## src/rtl/gcd_pkg.sv

```systemverilog
// rtl/gcd_pkg.sv - shared types and defaults for the GCD front-end
package gcd_pkg;

    localparam int GCD_WIDTH = 16;

    typedef enum logic [2:0] {
        IDLE,
        SEND_X,
        SEND_Y,
        WAIT,
        HOLD
    } seq_state_t;

endpackage

```

## src/rtl/sat_counter.sv

```systemverilog
// rtl/sat_counter.sv - saturating up counter with synchronous clear
module sat_counter #(
    parameter int W = 8
) (
    input  logic         clock,
    input  logic         reset,
    input  logic         clear,
    input  logic         enable,
    output logic [W-1:0] count
);

    always_ff @(posedge clock or negedge reset) begin
        if (!reset) begin
            count <= '0;
        end else if (clear) begin
            count <= '0;
        end else if (enable && (count != {W{1'b1}})) begin
            count <= count + 1'b1;
        end
    end

endmodule

```

## src/rtl/gcd_operand_sequencer.sv

```systemverilog
// rtl/gcd_operand_sequencer.sv - issues operand pairs to the GCD controller and returns results
module gcd_operand_sequencer
    import gcd_pkg::*;
#(
    parameter int WIDTH = GCD_WIDTH,
    parameter int CNT_W = 8
) (
    input  logic             clock,
    input  logic             reset,
    input  logic             in_valid,
    output logic             in_ready,
    input  logic [WIDTH-1:0] in_x,
    input  logic [WIDTH-1:0] in_y,
    output logic             load,
    output logic [WIDTH-1:0] operand,
    input  logic             done,
    input  logic [WIDTH-1:0] result,
    output logic             out_valid,
    input  logic             out_ready,
    output logic [WIDTH-1:0] out_gcd,
    output logic [CNT_W-1:0] out_cycles,
    output logic             out_error
);

    seq_state_t       state;
    logic [WIDTH-1:0] y_q;
    logic             accept;
    logic             x_zero;
    logic             y_zero;

    assign accept = in_valid && in_ready;
    assign x_zero = (in_x == '0);
    assign y_zero = (in_y == '0);

    // Cleared on every accepted pair, so a zero bypass reports 0 cycles.
    sat_counter #(.W(CNT_W)) u_wait_cnt (
        .clock  (clock),
        .reset  (reset),
        .clear  (accept),
        .enable (state == WAIT),
        .count  (out_cycles)
    );

    // Outputs are registered alongside the next state so they track the
    // state register exactly, with no combinational path from inputs.
    always_ff @(posedge clock or negedge reset) begin
        if (!reset) begin
            state     <= IDLE;
            in_ready  <= 1'b0;
            load      <= 1'b0;
            operand   <= '0;
            out_valid <= 1'b0;
            out_gcd   <= '0;
            out_error <= 1'b0;
            y_q       <= '0;
        end else begin
            case (state)
                IDLE: begin
                    if (accept) begin
                        y_q       <= in_y;
                        in_ready  <= 1'b0;
                        out_error <= 1'b0;
                        if (!x_zero && !y_zero) begin
                            state   <= SEND_X;
                            load    <= 1'b1;
                            operand <= in_x;
                        end else begin
                            // Zero operands never terminate in the subtractive loop.
                            state     <= HOLD;
                            out_valid <= 1'b1;
                            out_gcd   <= x_zero ? in_y : in_x;
                            out_error <= x_zero && y_zero;
                        end
                    end else begin
                        in_ready <= 1'b1;
                    end
                end
                SEND_X: begin
                    state   <= SEND_Y;
                    load    <= 1'b0;
                    operand <= y_q;
                end
                SEND_Y: begin
                    state   <= WAIT;
                    operand <= '0;
                end
                WAIT: begin
                    if (done) begin
                        state     <= HOLD;
                        out_gcd   <= result;
                        out_valid <= 1'b1;
                    end
                end
                HOLD: begin
                    if (out_ready) begin
                        state     <= IDLE;
                        out_valid <= 1'b0;
                        in_ready  <= 1'b1;
                    end
                end
                default: begin
                    state     <= IDLE;
                    in_ready  <= 1'b0;
                    load      <= 1'b0;
                    operand   <= '0;
                    out_valid <= 1'b0;
                end
            endcase
        end
    end

endmodule

```

## config.mk

```make
export PLATFORM = sky130hd
export DESIGN_NAME = gcd_operand_sequencer
export DESIGN_NICKNAME = d
export VERILOG_FILES = /design/src/rtl/gcd_pkg.sv /design/src/rtl/sat_counter.sv /design/src/rtl/gcd_operand_sequencer.sv
export SDC_FILE = /design/constraint.sdc
export NUM_CORES = 1
export LEC_CHECK = 0
export CORE_ASPECT_RATIO = 1.5
export CORE_MARGIN = 2
export CORE_UTILIZATION = 42
export DETAILED_ROUTE_END_ITERATION = 16
export GPL_TIMING_DRIVEN = 0
export PLACE_DENSITY = 0.77
export SLEW_MARGIN = 30
export SYNTH_ARGS = -nofsm -noshare
export SYNTH_HDL_FRONTEND = slang
export SYNTH_SLANG_ARGS = --single-unit
```

## constraint.sdc

```tcl
create_clock -name clock -period 2 [get_ports clock]
set_clock_uncertainty 0.1 [all_clocks]
set_input_delay 0.4 -clock clock [delete_from_list [all_inputs] [get_ports clock]]
set_output_delay 0.4 -clock clock [all_outputs]
set_load 0.05 [all_outputs]
```

## Word level (Yosys, flattened, before mapping)

Cells that the tools add are included.

| operators by class | value |
|---|---|
| mux-type cells | 27 |
| bitwise operators | 4 |
| reduce and logical (&&, ||, !) cells | 22 |
| eq/ne operators | 10 |
| add/subtract/negate cells | 1 |

Operators by type and width:

| cell | number |
|---|---|
| $mux W16 | 6 |
| $pmux W16 S3 | 1 |
| $logic_not A16 Y1 | 2 |
| $pmux W16 S2 | 1 |
| $mux W8 | 2 |
| $pmux W3 S5 | 1 |
| $mux W3 | 4 |
| $ne A2 B2 Y1 const B | 5 |
| $mux W1 | 9 |
| $reduce_and A3 Y1 | 3 |
| $add A8 B1 Y8 const B | 1 |
| $ne A8 B8 Y1 const B | 1 |
| $eq A3 B2 Y1 const B | 2 |
| $reduce_or A3 Y1 | 2 |
| $reduce_and A5 Y1 | 1 |
| $logic_and A1 B1 Y1 | 4 |
| $not A1 Y1 | 4 |
| $pmux W1 S4 | 1 |
| $reduce_and A2 Y1 | 2 |
| $reduce_and A4 Y1 | 1 |
| $reduce_bool A2 Y1 | 2 |
| $reduce_or A2 Y1 | 2 |
| $eq A3 B1 Y1 const B | 1 |
| $eq A3 B3 Y1 const B | 1 |
| other kinds (4) | 5 |

| storage, ports and cells | value |
|---|---|
| output and inout bits | 44 |
| bits of input ports | 53 |
| flip-flop bits (word level) | 63 |
| logic and storage cells | 73 |

## Logic depth before layout (Yosys ltp)

| depth | value |
|---|---|
| depth in word-level cells | 6 |
| mapped depth | 7 |
| gate-level depth less buffers | 6 |

## Cells and area by module

Synthesis repeated with hierarchy kept, for this count alone.

| unflattened totals | value |
|---|---|
| cells, all modules | 332 |
| area total of the unflattened synthesis | 3,173.0 sq um |

By module, submodules not included:

| module | area an instance (sq um) | times used | sequential area each (sq um) | cells each |
|---|---|---|---|---|
| gcd_operand_sequencer | 2,708.8 | 1 | 1,376.3 | 283 |
| sat_counter | 464.2 | 1 | 200.2 | 49 |

## Worst setup path after synthesis

OpenSTA, ideal clock, no wires.

| timing | value |
|---|---|
| path kind | register to register |
| start point | register in_ready |
| end point | register y_q[10] |
| clock period less this slack | 2.075 ns |
| stages on the path, launching flop included | 5 |
| library setup time | 0.125 ns |
| arrival time | 1.850 ns |
| path slack | -0.075 ns |
| buffers on the path | 1 |
| required time | 1.775 ns |
| cells stage by stage | dfrtp_1 -> nand2_1 -> nor3_4 -> buf_2 -> mux2_2 |

| on the way | value |
|---|---|
| cells in the longest elaborated chain, start to end | 2 |

Ends and longest elaborated chain:

| element | line | text |
|---|---|---|
| from (decl) | gcd_operand_sequencer.sv:11 | `output logic in_ready,` |
| from (signal assigned) | gcd_operand_sequencer.sv:49 | `in_ready <= 1'b0;` |
| from (signal assigned) | gcd_operand_sequencer.sv:61 | `in_ready <= 1'b0;` |
| from (signal assigned) | gcd_operand_sequencer.sv:75 | `in_ready <= 1'b1;` |
| $logic_and A1 B1 Y1 | gcd_operand_sequencer.sv:31 | `assign accept = in_valid && in_ready;` |
| $reduce_and A2 Y1 (no line) | - |  |
| to (signal assigned) | gcd_operand_sequencer.sv:60 | `y_q <= in_y;` |
| to (decl) | gcd_operand_sequencer.sv:26 | `logic [WIDTH-1:0] y_q;` |

No other way between the ends.
A chain may end at the register's enable or synchronous reset.

## Worst setup path in the final report

| timing | value |
|---|---|
| start point | register state[0] |
| end point | register out_gcd[12] |

| on the way | value |
|---|---|
| cells in the longest elaborated chain, start to end | 3 |
| elaborated cells between the ends (all ways) | 8 |
| those cells by class | eq/ne (4); mux (1); reduce/logical (3) |

Ends and longest elaborated chain:

| element | line | text |
|---|---|---|
| from (decl) | gcd_operand_sequencer.sv:25 | `seq_state_t state;` |
| from (signal assigned) | gcd_operand_sequencer.sv:48 | `state <= IDLE;` |
| from (signal assigned) | gcd_operand_sequencer.sv:64 | `state <= SEND_X;` |
| from (signal assigned) | gcd_operand_sequencer.sv:69 | `state <= HOLD;` |
| $eq A3 B2 Y1 / $logic_not A3 Y1 (equally long branches) | gcd_operand_sequencer.sv:57 | `case (state)` |
| $ne A2 B2 Y1 (no line) / $reduce_bool A2 Y1 (equally long branches) | - |  |
| $reduce_and A4 Y1 (no line) | - |  |
| to (signal assigned) | gcd_operand_sequencer.sv:71 | `out_gcd <= x_zero ? in_y : in_x;` |
| to (signal assigned) | gcd_operand_sequencer.sv:90 | `out_gcd <= result;` |
| to (decl) | gcd_operand_sequencer.sv:20 | `output logic [WIDTH-1:0] out_gcd,` |

Parallel ways exist; a longest one is shown, timed or not.

==> reports/metrics.cfg <==
[status]
status = completed

[pwr]
p_sw_mw = 2.994
p_clk_share_pct = 18.0
p_total_mw = 6.742
p_leak_nw = 2.209
pwr-share-seq_pct = 30.7
comb_power_share_pct = 51.3
p_int_mw = 3.748
ir_worst_vdd_v = 0.0009385
power_density_mw_per_mm2 = 1506
p_sw_share_pct = 44.41

[timing]
finalHoldViolations = 0
tightest_slew_ps = 524.4
setup-tns-final_ps = 0
setup_ws_ps = 65.67
relSlewSlack_pct = 65.18
rsz0062_at_grt = yes
finalSetupViolations = 0
fmax_ghz = 0.5170
finalMaxSlewViolations = 0
post-route-period-util_pct = 96.72
period_needed_ps = 1934

[clock_network]
tritoncts = yes
insertion_delay_ps = 350
cts_num_sinks = 63
cts_max_path_buffers = 2
cts_htree_levels = 3
numCtsBuffers = 9
root_buffer = clkbuf_8
path_clk_slew_ps = 70

[yosys]
ys_types = 41
synth_area_leaders = dfrtp_1, mux2_2, o21ai_0
synth-seq-area-share_pct = 52.52
yosysWarningCount = 0
yosysMostFrequentCell = dfrtp_1
syn_nets = 338
ys_async_sr_fraction_pct = 100.0
syn_avg_cell_area_um2 = 10.57
synth_edf_count = 0
synth_seq_cells = 63
synth_top_flop_cell = dfrtp_1
synth_top_area_share_pct = 52.52
yosysTopAreaCell = dfrtp_1
synthesis.area_mm2 = 0.003002
synthCells = 284
synth_common_cells = dfrtp_1, o21ai_0, mux2_2

[global_routing]
grt_overflow = 0
antenna_found_initial = 0
grt_pass1_wl_mm = 13.74
first_global_vias = 2873
grt_start_max_net_pins = 37
grt_use_total_pct = 23.27

[routing]
first_pass_iters = 5
wl_mm = 8.951
viasPerCell = 5.794
routedWlPerCell_um = 18.42
drtIter0Drc = 247
ant_nets = 0
drc_errors = 0
vias = 2816

[placed_design]
portBuffers = 96
hpwl_mm = 6.352
post-place-ws_ps = -960.0
gp_congestion = 0.8576

[final_layout]
area_delta_synth_final_pct = 49.10
nets = 458
fill_cells = 547
n_antenna_cell = 0
drive_gt1_share_pct = 22.30
post-route-util_pct = 64.88

[floorplan]
die_w_um = 73.03
chipHeight_um = 107.5
dieArea_mm2 = 0.007853
ios = 97
fp-row-count = 37
core_mm2 = 0.006898
start_util_pct = 43.52

[setup_path]
arrival_ps = 2060
worstSetupStartpointType = flop
r2r_slack_ps = 70
reg2reg_from = state[0]$_DFFE_PN0P_
endpoint_kind = flop
required_ps = 2120
cp_max_fo = 10
cp-startpoint = state[0]$_DFFE_PN0P_
crit_type = reg2reg

[run]
maxCapViolations = 0

[hold_path]
hold_class = in2reg
hp-start = in_y[8]

## area by class of cell
cell class / count / area [um2] / area share, %
Clock inverter: 4 / 70.07 / 1.566
Inverter: 2 / 7.507 / 0.1677
Clock buffer: 11 / 141.4 / 3.159
Timing Repair Buffer: 112 / 1050 / 23.46
Buffer: 15 / 87.58 / 1.957
Multi-Input combinational cell: 201 / 1443 / 32.23
Tap cell: 78 / 97.59 / 2.181
Sequential cell: 63 / 1579 / 35.28
## flip-flops by register name (all words and copies together), names as in the netlist
register and cells:
y_q 16, operand 16, u_wait_cnt.count 8, out_valid 1, in_ready 1, out_error 1
out_gcd 16, load 1, state 3
## final timing paths
kind | end | cells past startpoint
min in group asynchronous | in_ready$_DFFE_PN0P_ | 2
worst min-delay path | y_q[8]$_DFFE_PN0P_ | 2
worst max-delay path | out_gcd[12]$_DFFE_PN0P_ | 7
max in group asynchronous | y_q[6]$_DFFE_PN0P_ | 3
worst min register to register | out_gcd[14]$_DFFE_PN0P_ | 1
worst max register to register | out_gcd[12]$_DFFE_PN0P_ | 7
## power by group through the flow
| stage | Clock [mW] | Combinational [mW] | Sequential [mW] |
|---|---|---|---|
| 2_1_floorplan | 0 | 1.34 | 3.03 |
| 3_3_place_gp | 0 | 3.36 | 2.06 |
| 3_5_place_dp | 0 | 3.43 | 2.08 |
| 4_1_cts | 1.22 | 3.44 | 2.06 |
| 5_1_grt | 1.28 | 3.71 | 2.13 |
| 6_report | 1.21 | 3.46 | 2.07 |
## layer usage
metal  GRT usage (%)  up-vias  share of wire [%]
met5               0        -                  0
met4           12.30        0                3.7
met3           5.524       26                6.3
met2           38.29      133                 52
met1           27.57     1381                 38
li1                -     1276                  -
## stage by stage
stage / instances / hold slack [ps] / area, um2
final: 486 / 311.7 / 4476
after global routing: 486 / 313.5 / 4476
after CTS: 487 / 376.2 / 4398
after detailed placement: 459 / 247.2 / 4079
after global placement: 458 / 375.4 / 4061
after floorplan: 284 / 4.409 / 3003
## critical path: stages, from the launching register on
cell and delay [ps]:
dfrtp_1 440, or2_1 240, buf_2 180, nor3_4 120, buf_4 180, a22oi_4 70, buf_6 160, mux2_1 310
## cell families after synthesis
logic type,count (synthesis),share of synthesized area (%)
mux,34,12.84
flops,63,52.52
xor+xnor,6,1.751
simple gates,65,10.92
buf+inv,20,3.168
fa+ha+maj,1,0.4168
compound gates,95,18.38
## layout by cell type, fill, tap and decap left out, types with 2 or more instances in the layout
master,instances
a21oi_1,19
a22oi_1,17
a31oi_1,2
buf_2,4
buf_4,17
bufinv_16,2
clkbuf_1,4
clkbuf_2,7
clkbuf_4,2
clkbuf_8,10
clkdlybuf4s50_1,21
clkinv_2,2
dfrtp_1,61
dfrtp_2,2
dlygate4sd2_1,53
dlymetal6s2s_1,17
inv_1,2
mux2_1,7
mux2_2,25
nand2_1,21
nand3_1,3
nand4_1,3
nor2_1,13
nor3_1,4
nor4_2,4
nor4_4,4
o21ai_0,50
o21ai_1,2
xnor2_1,5
## what timing repair did
action	CTS	global route
resized for setup	74	38
buffers inserted	13	1
hold buffers	1	0
endpoints found under the hold margin	27	0
pin swaps	14	11
endpoints found under the setup margin	80	59
Power figures use the tool's default switching activity.
